[src/rtl/serial_adder.sv]
// Bit-serial adder: {c,s} = a + b + i, one bit per clock, LSB first,
// built around a single full_adder cell and a three-state controller.

module full_adder (
  input  logic a,
  input  logic b,
  input  logic i,
  output logic s,
  output logic c
);
  assign s = a ^ b ^ i;
  assign c = (a & b) | (i & (a ^ b));
endmodule

module serial_adder #(
  parameter int W = 8
) (
  input  logic         clk,
  input  logic         rst_n,
  input  logic         start,
  input  logic [W-1:0] a,
  input  logic [W-1:0] b,
  input  logic         i,
  output logic [W-1:0] s,
  output logic         c,
  output logic         busy,
  output logic         done
);
  localparam int CW = $clog2(W + 1);

  typedef enum logic [1:0] {IDLE, RUN, DONE} state_t;

  state_t        state;
  logic [W-1:0]  op_a;
  logic [W-1:0]  op_b;
  logic          carry;
  logic [CW-1:0] cnt;
  logic          fa_s;
  logic          fa_c;
  logic          last_bit;
  logic [W:0]    s_shift;

  full_adder u_fa (
    .a (op_a[0]),
    .b (op_b[0]),
    .i (carry),
    .s (fa_s),
    .c (fa_c)
  );

  assign last_bit = (cnt == CW'(W - 1));
  // New sum bit enters at the MSB; after W shifts bit 0 of the result sits at s[0].
  assign s_shift  = {fa_s, s};

  // NOTE: every register here is state, so only non-blocking assignments are used;
  // blocking ones would let later statements see this edge's updates.
  always_ff @(posedge clk) begin
    if (!rst_n) begin
      state <= IDLE;
      op_a  <= '0;
      op_b  <= '0;
      carry <= 1'b0;
      cnt   <= '0;
      s     <= '0;
      c     <= 1'b0;
      busy  <= 1'b0;
      done  <= 1'b0;
    end else begin
      case (state)
        IDLE, DONE: begin
          done <= 1'b0;
          if (start) begin
            op_a  <= a;
            op_b  <= b;
            carry <= i;
            cnt   <= '0;
            state <= RUN;
            busy  <= 1'b1;
          end else begin
            state <= IDLE;
            busy  <= 1'b0;
          end
        end
        RUN: begin
          s     <= s_shift[W:1];
          op_a  <= op_a >> 1;
          op_b  <= op_b >> 1;
          carry <= fa_c;
          cnt   <= cnt + CW'(1);
          if (last_bit) begin
            state <= DONE;
            busy  <= 1'b0;
            done  <= 1'b1;
            c     <= fa_c;
          end
        end
        default: begin
          state <= IDLE;
          busy  <= 1'b0;
          done  <= 1'b0;
        end
      endcase
    end
  end
endmodule

[config.mk]
export PLATFORM = sky130hd
export DESIGN_NAME = serial_adder
export DESIGN_NICKNAME = d
export VERILOG_FILES = /design/src/rtl/serial_adder.sv
export SDC_FILE = /design/constraint.sdc
export NUM_CORES = 1
export LEC_CHECK = 0
export BUFFER_PORTS_ARGS = -buffer_cell sky130_fd_sc_hd__buf_4
export CAP_MARGIN = 25
export CELL_PAD_IN_SITES_DETAIL_PLACEMENT = 0
export CELL_PAD_IN_SITES_GLOBAL_PLACEMENT = 2
export CORE_MARGIN = 2
export CORE_UTILIZATION = 33
export DETAILED_ROUTE_END_ITERATION = 16
export PLACE_DENSITY_LB_ADDON = 0.1
export SLEW_MARGIN = 15
export SYNTH_ARGS = -nofsm -noshare
export SYNTH_HDL_FRONTEND = slang
export SYNTH_SLANG_ARGS = --single-unit
export TNS_END_PERCENT = 50
[constraint.sdc]
create_clock -name clk -period 2.1 [get_ports clk]
set_input_delay 0.42 -clock clk [delete_from_list [all_inputs] [get_ports clk]]
set_output_delay 0.42 -clock clk [all_outputs]
set_load 0.02 [all_outputs]
==> Yosys cells after proc, flatten, opt, wreduce, memory -nomap -nowiden <==
Index checks and enable logic that the tools add are counted.
{ "totals": {"ff_bits": 34, "inputBits": 20, "out_inout_bits": 11, "word_cells": 40} }
{ "op_classes": {"n_addsub": 1, "eq_ne": 5, "muxes": 14, "bitwise": 5, "n_reduce_logical": 6} }
{ "ops": {"columns": ["op", "n"], "rows": [
  ["$pmux W8 S2", 2],
  ["$mux W8", 2],
  ["$pmux W4 S2", 1],
  ["$reduce_and A2 Y1", 3],
  ["$add A4 B1 Y4 const B", 1],
  ["$eq A4 B3 Y1 const B", 1],
  ["$mux W1", 4],
  ["$mux W4", 1],
  ["$ne A2 B2 Y1 const B", 2],
  ["$pmux W1 S2", 2],
  ["$pmux W2 S2", 1],
  ["$and A1 B1 Y1", 2],
  ["$eq A2 B1 Y1 const B", 1],
  ["$eq A2 B2 Y1 const B", 1],
  ["$logic_not A2 Y1", 1],
  ["$mux W2", 1],
  ["$reduce_bool A2 Y1", 1],
  ["$reduce_or A2 Y1", 1],
  ["$xor A1 B1 Y1", 2],
  ["$or A1 B1 Y1", 1]
]} }

==> Logic depth before layout (Yosys ltp) <==
Gate-level depths: netlist (run 1).
{ "logic_depth": {"ltp_word": 4, "ltp_mapped": 5, "ltp_nobuf": 4} }

==> Hierarchy <==
From an unflattened synthesis (run 1), not the netlist that was laid out.
{ "hier_totals": {"hier_cells": 151, "hier_area_um2": 1345.0} }
{ "modules_own_cells": {"columns": ["mod", "instances", "cells_per_inst", "area_each_um2", "seq_area_each_um2"], "rows": [
  ["serial_adder", 1, 150, 1325.0, 660.6],
  ["full_adder", 1, 1, 20.0, 0.0]
]} }

==> Worst setup path before layout (run 1) <==
Ideal clock, no wire load.
{ "synth_timing": {"path_type": "register to register", "from": "register state[0]", "to": "register cnt[2]", "setup_time_ns": 0.079, "arrival_time_ns": 1.121, "t_required_ns": 2.021, "slack_ns": 0.899, "path_stages_with_launch": 5, "path_buffers": 1, "period_less_slack_ns": 1.201, "cell_sequence": "dfxtp_1 nor2b_1 buf_6 mux2_4 a211oi_2"} }
{ "synth_via": {"elab_chain_cells": 4, "word_cells_on_any_way": 8, "classes_between": "eq/ne: 3; mux: 1; reduce/logical: 4"} }
{ "synth_rtl": {"columns": ["element", "line_no", "rtl"], "rows": [
  ["from (decl)", "33", "state_t state;"],
  ["from (signal assigned)", "59", "state <= IDLE;"],
  ["from (signal assigned)", "77", "state <= RUN;"],
  ["from (signal assigned)", "80", "state <= IDLE;"],
  ["$eq A2 B2 Y1 / $logic_not A2 Y1 (equally long branches)", "69", "case (state)"],
  ["$reduce_or A2 Y1", "69", null],
  ["$ne A2 B2 Y1 (no source line) / $reduce_bool A2 Y1 (equally long branches)", null, null],
  ["$reduce_and A2 Y1 (no source line)", null, null],
  ["to (signal assigned)", "89", "cnt <= cnt + CW'(1);"],
  ["to (decl)", "37", "logic [CW-1:0] cnt;"]
]} }
Several ways; a longest one is shown, not always the timed one.
A chain may end at the register's enable or synchronous reset.

==> Final worst setup path (run 1) <==
{ "layout_timing": {"from": "register state[0]", "to": "register op_a[4]"} }
{ "layout_via": {"elab_chain_cells": 4, "word_cells_on_any_way": 8, "classes_between": "eq/ne: 3; mux: 1; reduce/logical: 4"} }
{ "layout_rtl": {"columns": ["element", "line_no", "rtl"], "rows": [
  ["$eq A2 B2 Y1 / $logic_not A2 Y1 (equally long branches)", "69", null],
  ["$reduce_or A2 Y1", "69", null],
  ["$ne A2 B2 Y1 (no source line) / $reduce_bool A2 Y1 (equally long branches)", null, null],
  ["$reduce_and A2 Y1 (no source line)", null, null],
  ["to (signal assigned)", "86", "op_a <= op_a >> 1;"],
  ["to (decl)", "34", "logic [W-1:0] op_a;"]
]} }
Several ways; a longest one is shown, not always the timed one.

==> metrics.md, run 1 <==
| Metric | Value |
|---|---|
| Status | finished, final reports clean |
| First-pass GRT wire length | about 5.1 mm |
| # placed instances | 224 |
| Clock sink count | 33 |
| Synth area leaders | dfxtp_1 49%, a21oi_1 11%, a22oi_1 8.4% |
| Kind of critical path | flop to flop |
| Dominant cell type by area after synthesis | dfxtp_1 |
| Area of placed instances | between 1500 and 2000 um2 |
| Cell Chain, Critical Path | and2b_1, buf_4, a22oi_1, a21oi_1 |
| Net Sw Frac | ~23% |
| FF+latch count, synth | 33 |
| Met3 Use GR | under 10% |
| Number of H-tree levels | 2 |
| Die W | roughly 68 um |
| Critical path arrival | ~1.6 ns |
| WP buf/inv | 1 |
| Hpwl dp | 2.02 mm |
| Clock Skews | just over 0.008 ns |
| Root Driver | clkbuf_8 |
| CTS max path bufs | 2 |
| Fin area | about 1700 um2 |
| # hold bufs at CTS | 0 |
| RSZ-0062 raised after global routing | false |
| Total power | ~1.4 mW |
| Core area | about 4000 um2 |
| CP max stage cell | and2b_1 |
| Top Usage Layer GRT | met2 |
| Residual DRC | 0 |
| Met1 Usage GRT | approximately 20% |
| Reg power frac | 46.5% |
| Crit-path max FO | 15 |
| Synthesized area | between 1000 and 1500 um2 |
| CTS resizes | 0 |
| Yosys warns | 0 |
| Reg2reg setup slack | around 0.66 ns |
| Register area share after synthesis | a little under 50% |
| Crit path required time | roughly 2.3 ns |
| Most frequent cells in the layout | 36 x buf_4, 33 x dfxtp_1, 30 x a21oi_1 |
| IO Port Bufs | 30 |
| Pint | 1.11 mW |
| Initial antenna violation count | 0 |
| Compound-Gate Fraction of Synth Area | about 22% |
| Initial DRT Pass Iterations | 4 |
| Clock period minus worst slack | 1.44 ns |
| Vias | ~1.2k |
| Final #Nets | 203 |
| CP delay by family, top | simple AND/OR/NAND/NOR gates |
| Worst hold path type | input pin to flop |
| M2 GR Usage | between 20 and 25% |
| Starting Density | between 30% and 40% |
| Layout cell share with drive strength beyond 1 | about a quarter |
| Synth Instances | ~150 |
| Syn nets | ~170 |
| Postcts setup bufs | 0 |
| Routed Wire Length | a little over 3 mm |
| Final hold violation count | 0 |
| Slew Viols, Final | 0 |
| DIE HEIGHT | 67.9 um |
| Post-route ant nets | 0 |
| Max stage delay on crit path | between 0.4 and 0.5 ns |
| Largest net degree at the start of global routing | 30 |
| CTS tree | done |
| NetSw | about 330 uW |
| Cell variety after synth | 24 |
| Area Growth Syn to Fin | 27.0% |
| DRT iter0 DRCs | 96 |
| Final setup TNS | 0 ns |
| Peak VDD IR | about 0.53 mV |
| ANT cells | 0 |
| Post-synthesis simple-gate area fraction | around 18% |
| Clock power frac | between 40% and 50% |
| Slew Limit Headroom | 64.7% |
| Vias per cell | around 5.1 |
| Most common cell after layout, fill and taps aside | buf_4 |
| XOR/XNOR Fraction of Synth Area | 0% |
| Worst slew pin tran | about 0.53 ns |
| Io pins | 31 |
| Gpl congestion | between 0.6 and 0.7 |
| Mux contribution to synthesized area | under 10% |
| Syn_area_per_cell | ~8.9 um2 |
| PwrDens | 845 nW/um2 |
| Largest family of logic cells by synthesized area | compound AO/OA/AOI/OAI gates |
| Setup violations, final | 0 |
| Final worst slack | approximately 0.66 ns |
| Worst-path clk slew | ~0.07 ns |
| Leakage Power | about 0.67 nW |
| Post-synth top area share | between 40 and 50% |
| DR WL/cell | around 13 um |
| Tcrit/Tclk final | between 60% and 70% |
| Final core occ | between 40 and 50% |
| Fmax | approximately 0.70 GHz |
| Max cap viols | 0 |
| Pre-CTS setup slack | about 0.67 ns |
| Hold Slack | ~0.39 ns |
| Worst setup EP type | flop |
| Fin cells | between 200 and 250 |
| CTS Buf Count | 5 |
| Total Die Area | about 4600 um2 |
| Crit start category | flop |
| GRT Resource Usage Total | between 15 and 20% |
| Synth Area in Adders | 2.42% |
| Worst-Skew Late Latency | approximately 0.28 ns |
| Comb pwr share | between 10% and 20% |
| Vias in the first global route | around 1.1k |
| Standard-cell rows | 23 |
| GRT overflow | 0 |
## cell type report
| type | count | area (um2) |
|---|---|---|
| Tap cell | 50 | 62.6 |
| Multi-Input combinational cell | 103 | 592 |
| Fill cell | 423 | 2260 |
| Clock inverter | 1 | 30.0 |
| Inverter | 2 | 7.51 |
| Sequential cell | 33 | 661 |
| Timing Repair Buffer | 36 | 270 |
| Clock buffer | 7 | 86.3 |
## flip-flops by register name, summed over array words and instances, names as in the netlist
name   cells
op_a       8
op_b       8
s          8
cnt        4
state      2
c          1
carry      1
done       1
## power by group through the flow
stage               Combinational (mW)  Clock [mW]  Sequential [mW]
finish                           0.165       0.608            0.671
CTS                              0.165       0.628            0.671
detailed placement               0.165           0            0.685
global placement                 0.163           0            0.684
global route                     0.185       0.654            0.674
floorplan                        0.107           0            0.686
## synthesized netlist by cell type
master    number
nand3_1       20
clkbuf_1       1
buf_2          6
nor2b_1        1
buf_4          4
and2b_1        1
nor2_1         2
buf_6          2
mux2_4         1
a22oi_1       15
a21oi_1       30
nand2_1       21
o211ai_1       1
nand4_1        1
mux2i_1        1
fa_1           1
o31ai_2        1
ha_1           1
inv_1          1
nand2b_1       4
dfxtp_1       33
a211oi_2       1
inv_2          1
nand3b_1       1
## per-layer routing
layer  wire length, um  vias to the layer above
li1                  -                      591
met1              1510                      562
met2              1390                       34
met3               185                        2
met4                23                        0
met5                 0                        -
## worst paths after layout
kind         startpoint      end  depth (start not counted)
max            state[0]  op_a[4]                          4
min                a[7]  op_a[7]                          3
max reg2reg    state[0]  op_a[4]                          4
min reg2reg        done     done                          2
## worst min-delay path, stage by stage
cell	delay (ns)
buf_4	0.11
nand2_1	0.05
a21oi_1	0.05
## cell families (layout without fill, tap and decap cells)
| logic type | after synthesis | after routing |
|---|---|---|
| AO/OA/AOI/OAI | 48 | 48 |
| adder cells (fa/ha/maj) | 2 | 2 |
| buffers and inverters | 15 | 46 |
| flip-flops | 33 | 33 |
| multiplexers | 2 | 2 |
| AND/OR/NAND/NOR | 51 | 51 |
Power figures use the tool's default switching activity.
==> run 2: changes to the inputs <==
CORE_UTILIZATION = 31   (was 33)
clock period = 1.4 ns   (was 2.1 ns; I/O delays follow)
==> run 2 against run 1 <==
- clock-buffer cell count unchanged
- critical path depth unchanged
- sequential cell count unchanged
- via count down 1.4%
- cell area up 0.29%
- sequential share of layout area down 0.11 points
- global-route usage down 1.0 points
- clock power up 17%
- largest power group unchanged
==> metrics.md, run 2 (synthesis results as in run 1) <==
| Metric | Value |
|---|---|
| GRT overflow | 0 (unchanged) |
| Root Driver | clkbuf_8 (unchanged) |
| CP max stage cell | dfxtp_1 (was and2b_1) |
| # fillers | 442 (was 423) |
| Setup violations, final | 0 (unchanged) |
| Max cap viols | 0 (unchanged) |
| Final setup TNS | 0 ns (unchanged) |
| # hold bufs at CTS | 0 (unchanged) |
| IO Port Bufs | 30 (unchanged) |
| Final #Nets | 206 (was 203) |
| Standard-cell rows | 23 (unchanged) |
| Gpl congestion | 0.709 (was 0.686) |
| Number of H-tree levels | 2 (unchanged) |
| Layout cell share with drive strength beyond 1 | 26.6% (was 25.8%) |
| Kind of critical path | flop to flop (unchanged) |
| Leakage Power | 0.674 nW (was 0.669 nW) |
| Final core occ | 41.9% (was 43.0%) |
| Vias in the first global route | 1166 (was 1115) |
| Crit path required time | 1.57 ns (was 2.30 ns) |
| Tcrit/Tclk final | 86.3% (was 68.5%) |
| First-pass GRT wire length | 5.42 mm (was 5.08 mm) |
| Routed Wire Length | 3.17 mm (was 3.11 mm) |
| Max stage delay on crit path | 0.37 ns (was 0.48 ns) |
| CTS resizes | 0 (unchanged) |
| Slew Viols, Final | 0 (unchanged) |
| Crit start category | flop (unchanged) |
| Initial antenna violation count | 0 (unchanged) |
| Peak VDD IR | 0.413 mV (was 0.532 mV) |
| CTS max path bufs | 2 (unchanged) |
| Most frequent cells in the layout | 38 x buf_4, 33 x dfxtp_1, 30 x a21oi_1 (was 36 x buf_4, 33 x dfxtp_1, 30 x a21oi_1) |
| ANT cells | 0 (unchanged) |
| Vias per cell | 5.01 (was 5.13) |
| Core area | 4090 um2 (was 3970 um2) |
| Slew Limit Headroom | 83.4% (was 64.7%) |
| Final hold violation count | 0 (unchanged) |
| Total Die Area | 4890 um2 (was 4610 um2) |
| Die W | 69.9 um (was 67.9 um) |
| Starting Density | 32.9% (was 33.9%) |
| Clock Skews | 0.00436 ns (was 0.00809 ns) |
| Hpwl dp | 2.21 mm (was 2.02 mm) |
| RSZ-0062 raised after global routing | false (unchanged) |
| CTS Buf Count | 5 (unchanged) |
| Post-route ant nets | 0 (unchanged) |
| CTS tree | done (unchanged) |
| Area Growth Syn to Fin | 27.3% (was 27.0%) |
| Initial DRT Pass Iterations | 4 (unchanged) |
| Worst-Skew Late Latency | 0.28 ns (about the same) |
| PwrDens | 1150 nW/um2 (was 845 nW/um2) |
| GRT Resource Usage Total | 14.0% (was 15.1%) |
| Clock period minus worst slack | 1.21 ns (was 1.44 ns) |
| Fmax | 0.827 GHz (was 0.695 GHz) |
| Most common cell after layout, fill and taps aside | buf_4 (unchanged) |
| DR WL/cell | 13.5 um (was 13.4 um) |
| Largest registers | op_a: 8 flops, op_b: 8 flops, s: 8 flops (unchanged) |
| Postcts setup bufs | 0 (unchanged) |
| Clock sink count | 33 (unchanged) |
| Cell Chain, Critical Path | ha_1, nand3b_1, o211ai_1, o31ai_2 (was and2b_1, buf_4, a22oi_1, a21oi_1) |
| Io pins | 31 (unchanged) |
| DIE HEIGHT | 69.9 um (was 67.9 um) |
| Vias | 1172 (was 1189) |
| Worst setup EP type | flop (unchanged) |
| Worst-path clk slew | 0.06 ns (was 0.07 ns) |
| Status | finished, final reports clean (unchanged) |
| Worst hold path type | input pin to flop (unchanged) |
| Worst slew pin tran | 0.249 ns (was 0.530 ns) |
| Critical path arrival | 1.38 ns (was 1.64 ns) |
| Crit-path max FO | 5 (was 15) |
| DRT iter0 DRCs | 75 (was 96) |
| Largest net degree at the start of global routing | 21 (was 30) |
| Residual DRC | 0 (unchanged) |
[run 2: per-layer routing]
metal	track usage, %	routed length [um]	part of all wire (%)	vias up
li1	-	-	-	598
met1	17.1	1420	45	545
met2	22.1	1520	48	22
met3	4.18	153	4.8	7
met4	7.69	70	2.2	0
met5	0	0	0	-
[run 2: worst paths after layout]
check / slack (ns) / endpoint / startpoint / cells after the start
setup / recovery: 0.19 / c / cnt[0] / 4
hold reg to reg: 0.45 / done / done / 2
setup reg to reg: 0.19 / c / cnt[0] / 4
hold / removal: 0.25 / op_a[7] / a[7] / 3
[run 2: cell type report]
| class | count | area, um2 | share of cell area (%) |
|---|---|---|---|
| Inverter | 2 | 7.51 | 0.438 |
| Clock buffer | 7 | 86.3 | 5.04 |
| Multi-Input combinational cell | 103 | 592 | 34.5 |
| Tap cell | 50 | 62.6 | 3.65 |
| Timing Repair Buffer | 39 | 305 | 17.8 |
| Sequential cell | 33 | 661 | 38.5 |
[run 2: power breakdown]
group	total [mW]	internal [mW]	switching, mW
Sequential	1.01	0.982	0.0263
Combinational	0.256	0.118	0.138
Clock	0.709	0.389	0.319
Total	1.97	1.49	0.483
[run 2: per-stage QoR]
step                      worst slack, ns  total power, mW  area (um2)  hold slack (ns)  cells
final                               0.191             1.97        1710            0.247    234
after global routing               0.0707             2.09        1710            0.246    234
after CTS                           0.178             2.01        1710            0.239    234
after detailed placement            0.190             1.29        1630            0.451    227
after global placement              0.260             1.28        1630            0.446    227
after floorplan                     0.199             1.19        1350            0.416    151
[run 2: critical path: cells and delay by family, from the launching register on]
| kind | cells | cell delay, ns |
|---|---|---|
| flops | 1 | 0.37 |
| fa+ha+maj | 1 | 0.21 |
| compound gates | 2 | 0.33 |
| simple gates | 1 | 0.19 |
